File: config.mk
export PLATFORM = sky130hd
export DESIGN_NAME = fetch_ctrl
export DESIGN_NICKNAME = d
export VERILOG_FILES = /design/src/rtl/fetch_pkg.sv /design/src/rtl/fetch_buf.sv /design/src/rtl/fetch_ctrl.sv
export SDC_FILE = /design/constraint.sdc
export NUM_CORES = 1
export LEC_CHECK = 0
export ABC_AREA = 1
export BUFFER_PORTS_ARGS = -buffer_cell sky130_fd_sc_hd__buf_2
export CORE_MARGIN = 5
export CORE_UTILIZATION = 45
export CTS_CLUSTER_DIAMETER = 60
export DETAILED_ROUTE_END_ITERATION = 10
export GPL_TIMING_DRIVEN = 1
export PLACE_DENSITY = 0.7
export REMOVE_ABC_BUFFERS = 1
export SYNTH_ARGS = -nofsm -noshare
export SYNTH_HDL_FRONTEND = slang
export SYNTH_SLANG_ARGS = --single-unit
File: constraint.sdc
create_clock -name clk -period 4.4 [get_ports clk]
set_clock_uncertainty 0.15 [all_clocks]
set_input_delay 0.88 -clock clk [delete_from_list [all_inputs] [get_ports clk]]
set_output_delay 0.88 -clock clk [all_outputs]
set_load 0.1 [all_outputs]
File: src/rtl/fetch_pkg.sv
// Shared types and constants for the rv32 fetch stage: FSM states, buffer entry
// layout and word-alignment helper.
package fetch_pkg;

    localparam int XLEN        = 32;
    localparam int INSTR_BYTES = 4;

    typedef enum logic [1:0] {
        IDLE,
        REQ,
        WAIT,
        FLUSH
    } fetch_state_t;

    typedef struct packed {
        logic [XLEN-1:0] pc;
        logic [XLEN-1:0] pc_nxt;
        logic [XLEN-1:0] instr;
    } fetch_entry_t;

    function automatic logic [XLEN-1:0] word_align(input logic [XLEN-1:0] addr);
        return {addr[XLEN-1:2], 2'b00};
    endfunction

endpackage

File: src/rtl/fetch_buf.sv
// Two-entry in-order instruction buffer. The head lives in its own register so the
// IF/ID outputs come straight from flops; a pop shifts the tail entry forward.
module fetch_buf
    import fetch_pkg::*;
(
    input  logic            clk,
    input  logic            rst,
    input  logic            flush,
    input  logic            push,
    input  logic [XLEN-1:0] push_pc,
    input  logic [XLEN-1:0] push_pc_nxt,
    input  logic [XLEN-1:0] push_instr,
    input  logic            pop,
    output logic [1:0]      count,
    output logic            head_valid,
    output logic [XLEN-1:0] head_pc,
    output logic [XLEN-1:0] head_pc_nxt,
    output logic [XLEN-1:0] head_instr
);

    fetch_entry_t head_q;
    fetch_entry_t tail_q;
    fetch_entry_t new_entry;
    logic [1:0]   count_q;
    logic         do_pop;
    logic         do_push;

    assign new_entry = '{pc: push_pc, pc_nxt: push_pc_nxt, instr: push_instr};
    assign do_pop    = pop && (count_q != 2'd0) && !flush;
    assign do_push   = push && !flush && ((count_q != 2'd2) || do_pop);

    // NOTE: the storage is reset along with the count because the head register
    // drives ifid_* directly, and those outputs must read zero out of reset.
    always_ff @(posedge clk or negedge rst) begin
        if (!rst) begin
            head_q  <= '0;
            tail_q  <= '0;
            count_q <= 2'd0;
        end else if (flush) begin
            count_q <= 2'd0;
        end else begin
            case ({do_push, do_pop})
                2'b10: begin
                    if (count_q == 2'd0) head_q <= new_entry;
                    else                 tail_q <= new_entry;
                    count_q <= count_q + 2'd1;
                end
                2'b01: begin
                    head_q  <= tail_q;
                    count_q <= count_q - 2'd1;
                end
                2'b11: begin
                    if (count_q == 2'd1) begin
                        head_q <= new_entry;
                    end else begin
                        head_q <= tail_q;
                        tail_q <= new_entry;
                    end
                end
                default: ;
            endcase
        end
    end

    assign count       = count_q;
    assign head_valid  = (count_q != 2'd0);
    assign head_pc     = head_q.pc;
    assign head_pc_nxt = head_q.pc_nxt;
    assign head_instr  = head_q.instr;

endmodule

File: src/rtl/fetch_ctrl.sv
// Fetch-stage sequencer: owns the PC, keeps at most one imem request in flight,
// and discards stale responses after an execute-stage redirect.
module fetch_ctrl
    import fetch_pkg::*;
#(
    parameter logic [31:0] RESET_VEC = 32'h0000_0000,
    parameter int          BUF_DEPTH = 2
) (
    input  logic        clk,
    input  logic        rst,
    input  logic        redirect_valid,
    input  logic [31:0] redirect_pc,
    output logic        imem_req_valid,
    input  logic        imem_req_ready,
    output logic [31:0] imem_req_addr,
    input  logic        imem_resp_valid,
    input  logic [31:0] imem_resp_data,
    output logic        ifid_valid,
    input  logic        ifid_ready,
    output logic [31:0] ifid_pc,
    output logic [31:0] ifid_pc_nxt,
    output logic [31:0] ifid_instr,
    output logic [31:0] fetch_pc
);

    localparam logic [1:0]      DEPTH = 2'(BUF_DEPTH);
    localparam logic [XLEN-1:0] INCR  = XLEN'(INSTR_BYTES);

    fetch_state_t    state_q, state_d;
    logic [XLEN-1:0] pc_q, pc_d;
    logic [XLEN-1:0] pend_pc_q, pend_pc_d;
    logic [1:0]      count;
    logic            accept;
    logic            push;

    assign imem_req_valid = (state_q == REQ) && (count < DEPTH);
    assign imem_req_addr  = pc_q;
    assign accept         = imem_req_valid && imem_req_ready;
    assign fetch_pc       = pc_q;

    always_ff @(posedge clk or negedge rst) begin
        if (!rst) begin
            state_q   <= IDLE;
            pc_q      <= word_align(RESET_VEC);
            pend_pc_q <= '0;
        end else begin
            state_q   <= state_d;
            pc_q      <= pc_d;
            pend_pc_q <= pend_pc_d;
        end
    end

    // NOTE: every signal written here gets a default first so no path leaves it
    // unassigned, which would otherwise infer a latch.
    always_comb begin
        state_d   = state_q;
        pc_d      = pc_q;
        pend_pc_d = pend_pc_q;
        push      = 1'b0;

        case (state_q)
            IDLE: state_d = REQ;
            REQ: begin
                if (accept) begin
                    pend_pc_d = pc_q;
                    // A request accepted alongside a redirect fetches the old path.
                    state_d   = redirect_valid ? FLUSH : WAIT;
                end
            end
            WAIT: begin
                if (imem_resp_valid) begin
                    state_d = REQ;
                    if (!redirect_valid) begin
                        push = 1'b1;
                        pc_d = pend_pc_q + INCR;
                    end
                end else if (redirect_valid) begin
                    state_d = FLUSH;
                end
            end
            FLUSH: begin
                if (imem_resp_valid) state_d = REQ;
            end
            default: state_d = IDLE;
        endcase

        if (redirect_valid) pc_d = word_align(redirect_pc);
    end

    fetch_buf u_buf (
        .clk         (clk),
        .rst         (rst),
        .flush       (redirect_valid),
        .push        (push),
        .push_pc     (pend_pc_q),
        .push_pc_nxt (pend_pc_q + INCR),
        .push_instr  (imem_resp_data),
        .pop         (ifid_ready),
        .count       (count),
        .head_valid  (ifid_valid),
        .head_pc     (ifid_pc),
        .head_pc_nxt (ifid_pc_nxt),
        .head_instr  (ifid_instr)
    );

endmodule
==> results of run 1 <==
## state kept, by name, summed over array words and instances (netlist names)
register and count:
u_buf.count 2, u_buf.tail_q 94, u_buf.head_pc 30, fetch_pc 32, u_buf.head_instr 32, u_buf.head_pc_nxt 32, pend_pc_q 32, state_q 2
## cells in the final DEF (no fill, tap or decap), types with 2 or more instances in the layout
master     instances
a21oi_1           24
a31oi_1            2
and2_1             2
buf_12             5
buf_2            228
buf_4              6
bufinv_16          4
clkbuf_1           2
clkbuf_16         29
clkbuf_8           9
clkinv_2           7
dfrtp_1          256
ha_1               7
inv_1            138
inv_2              4
nand2_1          461
nand2_2            7
nand3_1           33
nand4_1            2
nor2_1            62
nor2_2             3
nor2_4             5
nor3_1             2
o211ai_1          15
o21a_1             2
o21ai_0          205
o21ai_1           66
o21bai_1           6
o221ai_1           9
o22ai_1            4
xor2_1            10
## critical path, delay by kind of cell, from the launching register on
family / cells / cell delay [ns]
fa+ha+maj: 1 / 0.16
buf+inv: 3 / 0.61
simple gates: 1 / 0.18
flops: 1 / 0.41
## per-stage QoR
step / util (%) / setup slack (ns)
3_3_place_gp: 49.8 / 1.23
3_5_place_dp: 49.8 / 1.17
6_report: 53.7 / 1.47
5_1_grt: 53.7 / 1.30
4_1_cts: 53.7 / 1.46
2_1_floorplan: - / 0.189
## cell usage after synthesis, types with 3 or more instances
library cell  number  share of area (%)
buf_6              7               0.67
o221ai_1           9               0.67
buf_4             39                2.5
nand2_1          462                 15
o21ai_0          205                8.7
nand2_2            7               0.37
nor2_2             3               0.16
inv_2              5               0.16
a21oi_1           24                1.0
inv_1            138                4.4
o211ai_1          15               0.95
o22ai_1            4               0.21
nor2_4             5               0.48
buf_2             37                1.6
dfrtp_1          256                 54
ha_1               7               0.74
xor2_1            10               0.74
nand3_1           33                1.4
nor2_1            62                2.0
clkbuf_1          22               0.70
o21ai_1           66                2.8
o21bai_1           6               0.38
## layout make-up
cell class | instances | area [um^2] | share of cell area (%)
Inverter | 144 | 543 | 3.89
Clock buffer | 40 | 857 | 6.14
Timing Repair Buffer | 240 | 1300 | 9.32
Sequential cell | 256 | 6410 | 45.9
Tap cell | 335 | 419 | 3.00
Multi-Input combinational cell | 931 | 4270 | 30.5
Clock inverter | 13 | 171 | 1.23
## kinds of logic (layout without fill, tap and decap cells)
family	Yosys count	count (layout)	share of synthesized area, %
and+or+nand+nor	580	580	19.4
AOI/OAI and AO/OA	334	334	15.0
DFF	256	256	54.1
buffers and inverters	251	437	10.0
xor gates and xnor gates	10	10	0.739
adders and majority gates	7	7	0.739
## per-layer routing
metal	vias up	global-route usage (%)	wire [um]
li1	4870	-	-
met1	4528	28.6	13600
met2	269	31.9	13800
met3	52	3.66	2040
met4	0	5.06	679
met5	-	0	0
## final timing paths
kind	end	slack [ns]	from
min reg2reg	u_buf.head_pc_nxt[7]$_DFFE_PN0P_	0.32	u_buf.head_pc_nxt[7]$_DFFE_PN0P_
max reg2reg	u_buf.head_pc_nxt[3]$_DFFE_PN0P_	1.64	state_q[0]$_DFFE_PN0P_
max in group asynchronous	u_buf.tail_q[94]$_DFFE_PN0P_	2.91	rst
max	imem_req_valid	1.47	state_q[1]$_DFFE_PN0P_
min in group clk	u_buf.head_pc_nxt[7]$_DFFE_PN0P_	0.32	u_buf.head_pc_nxt[7]$_DFFE_PN0P_
min	u_buf.head_instr[2]$_DFFE_PN0P_	0.24	rst
==> impl_results.md, run 1 <==
- CTS tree: built
- I/O pin count: around 230
- Worst-margin pin slew: 0.800 ns
- CP Launch Type: flop
- Tcrit/Tclk final: between 60% and 70%
- CP peak stage delay: 0.47 ns
- Mapped Area: approximately 12000 um^2
- Asr flop ratio synth: 100%
- Setup TNS: 0 ns
- Total core area: about 26000 um^2
- DR iter-0 viols: 808
- Hold buffer count at CTS: 0
- Final Hold Viols: 0
- Initial Util: a little under half
- CTS H-tree lvls: 1
- Worst hold margin: 0.237 ns
- TritonCTS Buffers: 29
- Filler cell count: between 2000 and 2500
- Main synth FF type: dfrtp_1
- GPL Wtd Cong: 0.830
- Syn-to-layout area delta: 17.9%
- Type of the most critical hold path: primary input to async pin
- Initial antenna violation count: 0
- Synth Register Bits: 256
- Post-synth EDFFs: 0
- Cells after DPL: 1906
- Post-route cell area: approximately 14000 um^2
- Worst skew pair latency: 0.53 ns
- Die span in y: 172 um
- Max-slew violation count: 0
- Slew headroom: 46.7%
- # diodes: 0
- Total Wirelength: 30.2 mm
- Routed Antenna Nets: 0
- Post-CTS Setup Bufs: 0
- Fin crit period: 2.93 ns
- Congestion Overflow GR: 0
- Syn. warnings: 0
- Placed instance area: 12900 um^2
- Syn Area/Cell: 8.24 um^2
- Crit path kind: flop to output port
- Clk slew on worst S/H paths: 0.06 ns
- Die area: 29700 um^2
- Distinct cells, synth: 32
- Crit-path max FO: 4
- Post-cts gate resize count: 0
- I/O Buffers: 229
- Clk buf depth: 3
- Pin count of the biggest net entering global routing: 109
- Critical Path RT: 3.37 ns
- CP cell instances: inv_1 -> ha_1 -> inv_1 -> nor2_1 -> buf_2
- Endpoint class of the critical path: output port
- Routed vias/inst: 4.96
- Syn Inst Count: 1438
- Vias in the first global route: between 9000 and 10000
- F_max: approximately 0.34 GHz
- Max cap viols: 0
- Sequential-to-total area share from yosys stat: 54.1%
- Setup Viol. Count Final: 0
- Share of cells above drive strength 1: 19.3%
- Die Wd: around 170 um
- RSZ-0062 raised after global routing: false
- Pre-antenna DRT Iters: 6
- Wire length per cell: 15.4 um
- R2R depth: 11
- Vias: 9719
- Remaining DRCs: 0
- Num rows: 59
- Net count, final: 1679
- Gr usage total: 20.0%
- Cell repeated most along the worst path: inv_1
- Status: finished clean
- CTS Sinks: 256
- Clk root buf: clkbuf_16
- Slowest CP cell: buf_2
- Global-route wire length before repair: 48.1 mm
- Crit path DAT: 1.90 ns
- Detailed Place HPWL: 20.5 mm
- Non-Filler Instances: between 1500 and 2000
Power of run 1 is not shown: default switching activity piles up to over one toggle a cycle in this logic, so the estimate is an artifact.
==> run 2, diff against run 1 <==
- clock period: 4.4 -> 3.04 ns (I/O delays scaled with it)
==> run 2 against run 1 <==
Effect of this change: flip-flop and latch count unchanged; clock-buffer cell count increased by 1; critical path type unchanged; highest routed layer unchanged; critical path depth unchanged; first-iteration DRC count decreased by 3.2%; routed wire length about the same.
==> impl_results.md, run 2 (same netlist as run 1, synthesis figures left out) <==
- Largest Register: u_buf.tail_q
- Num rows: 59 (unchanged)
- Tcrit/Tclk final: 86.1%
- Global-route wire length before repair: 48.5 mm (+0.76%)
- Setup Viol. Count Final: 0 (unchanged)
- Setup TNS: 0 ns (unchanged)
- Routed vias/inst: 4.99 (+0.51%)
- Met2 usage: 32.7% (+0.87 points)
- Congestion Overflow GR: 0 (unchanged)
- Die Wd: 172 um (unchanged)
- Pin count of the biggest net entering global routing: 103 (-5.5%)
- Remaining DRCs: 0 (unchanged)
- CTS Sinks: 256 (unchanged)
- Worst setup margin: 0.422 ns (-1.05 ns)
- Post-CTS Setup Bufs: 0 (unchanged)
- Clk buf depth: 3 (unchanged)
- Commonest non-fill, non-tap cells in the layout: nand2_1 (461), dfrtp_1 (256), buf_2 (228)
- Crit-path max FO: 4 (unchanged)
- Largest register FFs: 94 (unchanged)
- Fin crit period: ~2.6 ns
- Vias: 9774 (+0.57%)
- Vias in the first global route: 9201 (+0.58%)
- Routed Antenna Nets: 0 (unchanged)
- Worst skew pair latency: 0.54 ns (about the same)
- Syn-to-layout area delta: 17.8% (about the same)
- Detailed Place HPWL: 20.6 mm (+0.69%)
- Max cap viols: 0 (unchanged)
- GPL Wtd Cong: 0.833 (+0.29%)
- Clk root buf: clkbuf_16
- Gr usage total: 20.1% (+0.092 points)
- Clk slew on worst S/H paths: 0.06 ns (about the same)
- CTS H-tree lvls: 1 (unchanged)
- Setup WS pre-CTS: 0.438 ns (-0.733 ns)
- Total core area: 26000 um^2 (unchanged)
- GR Util met1: 28.4% (-0.20 points)
- I/O pin count: 232 (unchanged)
- Die span in y: 172 um (unchanged)
- Type of the most critical hold path: primary input to flop
- M3 GR Usage: 3.36% (-0.30 points)
- Worst-margin pin slew: 0.715 ns (-0.0854 ns)
- Pre-antenna DRT Iters: 6 (unchanged)
- Endpoint class of the critical path: output port
- Final Hold Viols: 0 (unchanged)
- CP Launch Type: flop
- # diodes: 0 (unchanged)
- I/O Buffers: 229 (unchanged)
- Crit path kind: flop to output port
- Layout Utilization: 53.7% (about the same)
- Commonest non-fill, non-tap cell in the layout: nand2_1
- Status: finished clean
- Initial Util: 45.6% (unchanged)
- Post-cts gate resize count: 0 (unchanged)
- Critical Path RT: 2.28 ns (-1.09 ns)
- Slew headroom: 52.2% (+5.6 points)
- DR iter-0 viols: 782 (-3.2%)
- TritonCTS Buffers: 28 (-3.4%)
- Net count, final: 1684 (+0.30%)
- RSZ-0062 raised after global routing: false
- Share of cells above drive strength 1: 19.0% (-0.32 points)
- Total Wirelength: 30.2 mm (about the same)
- Crit path DAT: 1.86 ns (-0.04 ns)
- CTS tree: built
- Die area: 29700 um^2 (unchanged)
- F_max: 0.382 GHz
- Top Usage Layer GRT: met2
- Max-slew violation count: 0 (unchanged)
- Wire length per cell: 15.4 um (about the same)
- Initial antenna violation count: 0 (unchanged)
## run 2: changes by cell type in the layout (fill, tap and decap cells not counted)
cell / previous run / this run
clkinvlp_4: 1 / 2
clkinv_2: 7 / 3
buf_12: 5 / 10
clkbuf_8: 9 / 5
inv_6: 1 / 0
dlygate4sd3_1: 0 / 1
bufinv_16: 4 / 2
clkbuf_1: 2 / 7
## run 2: layout make-up
cell class                 count  area, um^2
fill                        2411       12000
sequential                   256        6410
multi-input combinational    931        4270
timing repair buffer         246        1410
clock buffer                  41         821
inverter                     144         543
tap                          335         419
clock inverter                 7        90.1
## run 2: path summary, 6_finish.rpt
| path | start | to | slack (ns) | depth (start not counted) |
|---|---|---|---|---|
| worst max-delay path | state_q[1]$_DFFE_PN0P_ | imem_req_valid | 0.42 | 5 |
| min in group asynchronous | rst | u_buf.tail_q[2]$_DFFE_PN0P_ | 0.51 | 2 |
| worst min-delay path | redirect_pc[2] | fetch_pc[2]$_DFFE_PN0P_ | 0.14 | 3 |
| worst max register to register | state_q[0]$_DFFE_PN0P_ | u_buf.head_instr[1]$_DFFE_PN0P_ | 0.59 | 12 |
| max in group asynchronous | rst | u_buf.head_pc_nxt[24]$_DFFE_PN0P_ | 1.54 | 3 |
| worst min register to register | u_buf.head_pc_nxt[7]$_DFFE_PN0P_ | u_buf.head_pc_nxt[7]$_DFFE_PN0P_ | 0.33 | 2 |
## run 2: metal layers
layer / share of wire [%] / wire length, um
met2: 46 / 14000
met1: 45 / 13600
met4: 1.9 / 588
met5: 0 / 0
met3: 6.7 / 2020
## run 2: through the flow
stage	area (um^2)	cells	hold WS, ns
finish	14000	1960	0.145
global route	14000	1960	0.136
CTS	14000	1960	0.122
detailed placement	13000	1911	0.313
global placement	13000	1911	0.311
floorplan	11200	1331	0.162
## run 2: repair_timing
item,4_1_cts,5_1_grt
setup endpoints to repair,0,0
endpoints found under the hold margin,71,0
hold buffers,1,0
## run 2: worst max-delay path, stage by stage, from the launching register on
cell and delay [ns]:
dfrtp_1 0.41, inv_1 0.07, ha_1 0.15, inv_1 0.06, nor2_1 0.18, buf_2 0.47
Power of run 2 is left out for the same reason.
==> run 3, diff against run 2 <==
- RECOVER_POWER: unset -> 100
- REMOVE_ABC_BUFFERS: 1 -> unset
==> run 3 against run 2 <==
Effect of this change: design area shrank 1.7%; flip-flop and latch count unchanged; sequential share of layout area up 0.80 points; maximum frequency fell by 2.3%; core utilization shrank 0.92 points; die area unchanged; cell count up 0.26%; critical endpoint is now fetch_pc[3]; highest routed layer unchanged.
==> impl_results.md, run 3 (same netlist as run 1, synthesis figures left out) <==
- Status: finished clean
- Largest register FFs: 94 (unchanged)
- Crit-path max FO: 4 (unchanged)
- Initial Util: 45.6% (unchanged)
- Die Wd: 172 um (unchanged)
- Clk slew on worst S/H paths: 0.06 ns (about the same)
- Min-Delay Path Depth: 3 (unchanged)
- Routed vias/inst: 5.04 (+1.1%)
- Max cap viols: 0 (unchanged)
- # diodes: 0 (unchanged)
- Crit path kind: flop to output port
- R2R depth: 11 (-1)
- Commonest non-fill, non-tap cells in the layout: nand2_1 (466), o21ai_0 (266), dfrtp_1 (256)
- Syn-to-layout area delta: 15.8%
- Layout Utilization: 52.8% (-0.92 points)
- WP buf/inv: 1 (-2)
- Worst-margin pin slew: 1.30 ns (+0.581 ns)
- Storage cell area: 6410 um^2 (unchanged)
- CTS Sinks: 256 (unchanged)
- Detailed Place HPWL: 21.7 mm (+5.4%)
- CP Launch Type: flop
- Fin crit period: 2.68 ns (+0.0616 ns)
- Gr usage total: 20.5% (+0.34 points)
- Cell depth of the worst setup path: 1 (-4)
- Total core area: 26000 um^2 (unchanged)
- Post-cts gate resize count: 0 (unchanged)
- Filler cell count: 2537 (+5.2%)
- Total Wirelength: 30.8 mm (+1.8%)
- Vias in the first global route: 9107 (-1.0%)
- Type of the most critical hold path: primary input to flop
- Crit path max-delay family: buffers and inverters
- Crit path DAT: 1.92 ns (+0.06 ns)
- Endpoint class of the critical path: output port
- I/O pin count: 232 (unchanged)
- Slew headroom: 14.0% (-38 points)
- GPL Wtd Cong: 0.917 (+10%)
- DR iter-0 viols: 964 (+23%)
- CP peak stage delay: 0.93 ns (+0.46 ns)
- I/O Buffers: 229 (unchanged)
- Net count, final: 1690 (+0.36%)
- Die area: 29700 um^2 (unchanged)
- Worst skew pair latency: 0.52 ns (-0.02 ns)
- Setup Viol. Count Final: 0 (unchanged)
- Non-Filler Instances: 1965 (+0.26%)
- CTS H-tree lvls: 1 (unchanged)
- Slowest CP cell: clkbuf_1
- Setup TNS: 0 ns (unchanged)
- Wire length per cell: 15.6 um (+1.6%)
- Commonest non-fill, non-tap cell in the layout: nand2_1
- Clk buf depth: 3 (unchanged)
- Pre-antenna DRT Iters: 5 (-1)
- Max-slew violation count: 0 (unchanged)
- Die span in y: 172 um (unchanged)
- Tcrit/Tclk final: 88.1% (+2.0 points)
- Vias: 9910 (+1.4%)
- RSZ-0062 raised after global routing: false
- Routed Antenna Nets: 0 (unchanged)
- CP cell instances: clkbuf_1
- Syn_nets: around 1500
- Num rows: 59 (unchanged)
- Pin count of the biggest net entering global routing: 96 (-6.8%)
- Clk root buf: clkbuf_16
- Share of cells above drive strength 1: 9.08% (-9.9 points)
- Largest Register: u_buf.tail_q
- Remaining DRCs: 0 (unchanged)
- Final Hold Viols: 0 (unchanged)
- Critical Path RT: 2.28 ns (about the same)
- Congestion Overflow GR: 0 (unchanged)
- Global-route wire length before repair: 49.0 mm (+0.97%)
- Cells after DPL: 1918 (+0.37%)
- TritonCTS Buffers: 27 (-3.6%)
- Area of the multi-input gates: 4250 um^2 (-0.29%)
- F_max: 0.373 GHz (-2.3%)
- CTS tree: built
- Initial antenna violation count: 0 (unchanged)
run 3: through the flow:
stage                     hold WS [ns]  worst slack, ns  area, um^2
after floorplan                  0.162            0.461       11800
after global placement           0.311            0.490       13100
after detailed placement         0.314            0.446       13100
after CTS                        0.143            0.491       14000
after global routing             0.143            0.175       13700
final                            0.153            0.360       13700
run 3: final timing paths:
kind	start	endpoint	slack, ns
worst max-delay path	fetch_pc[3]$_DFFE_PN0P_	fetch_pc[3]	0.36
worst min-delay path	redirect_pc[30]	fetch_pc[30]$_DFFE_PN0P_	0.15
worst max register to register	state_q[0]$_DFFE_PN0P_	u_buf.head_instr[13]$_DFFE_PN0P_	0.43
worst min register to register	u_buf.tail_q[33]$_DFFE_PN0P_	u_buf.tail_q[33]$_DFFE_PN0P_	0.33
max in group asynchronous	rst	pend_pc_q[17]$_DFFE_PN0P_	0.55
min in group asynchronous	rst	u_buf.tail_q[0]$_DFFE_PN0P_	0.50
run 3: what timing repair did:
item,in CTS,in global routing
hold buffers,1,0
buffers inserted,0,0
hold endpoints to repair,79,0
run 3: metal layers:
metal  share of wire (%)  up-vias  track usage, %
met5                   0        -               0
met4                 1.3        0            3.52
met3                 8.5       33            3.13
met2                  43      367            30.5
met1                  47     4621            32.2
li1                    -     4889               -
run 3: layout make-up:
class                      instances  area share (%)
tap                              335            3.06
timing repair buffer             253            8.60
multi-input combinational        931            31.0
inverter                         144            3.96
clock inverter                     5           0.566
clock buffer                      41            6.11
sequential                       256            46.7
Power of run 3 is left out for the same reason.
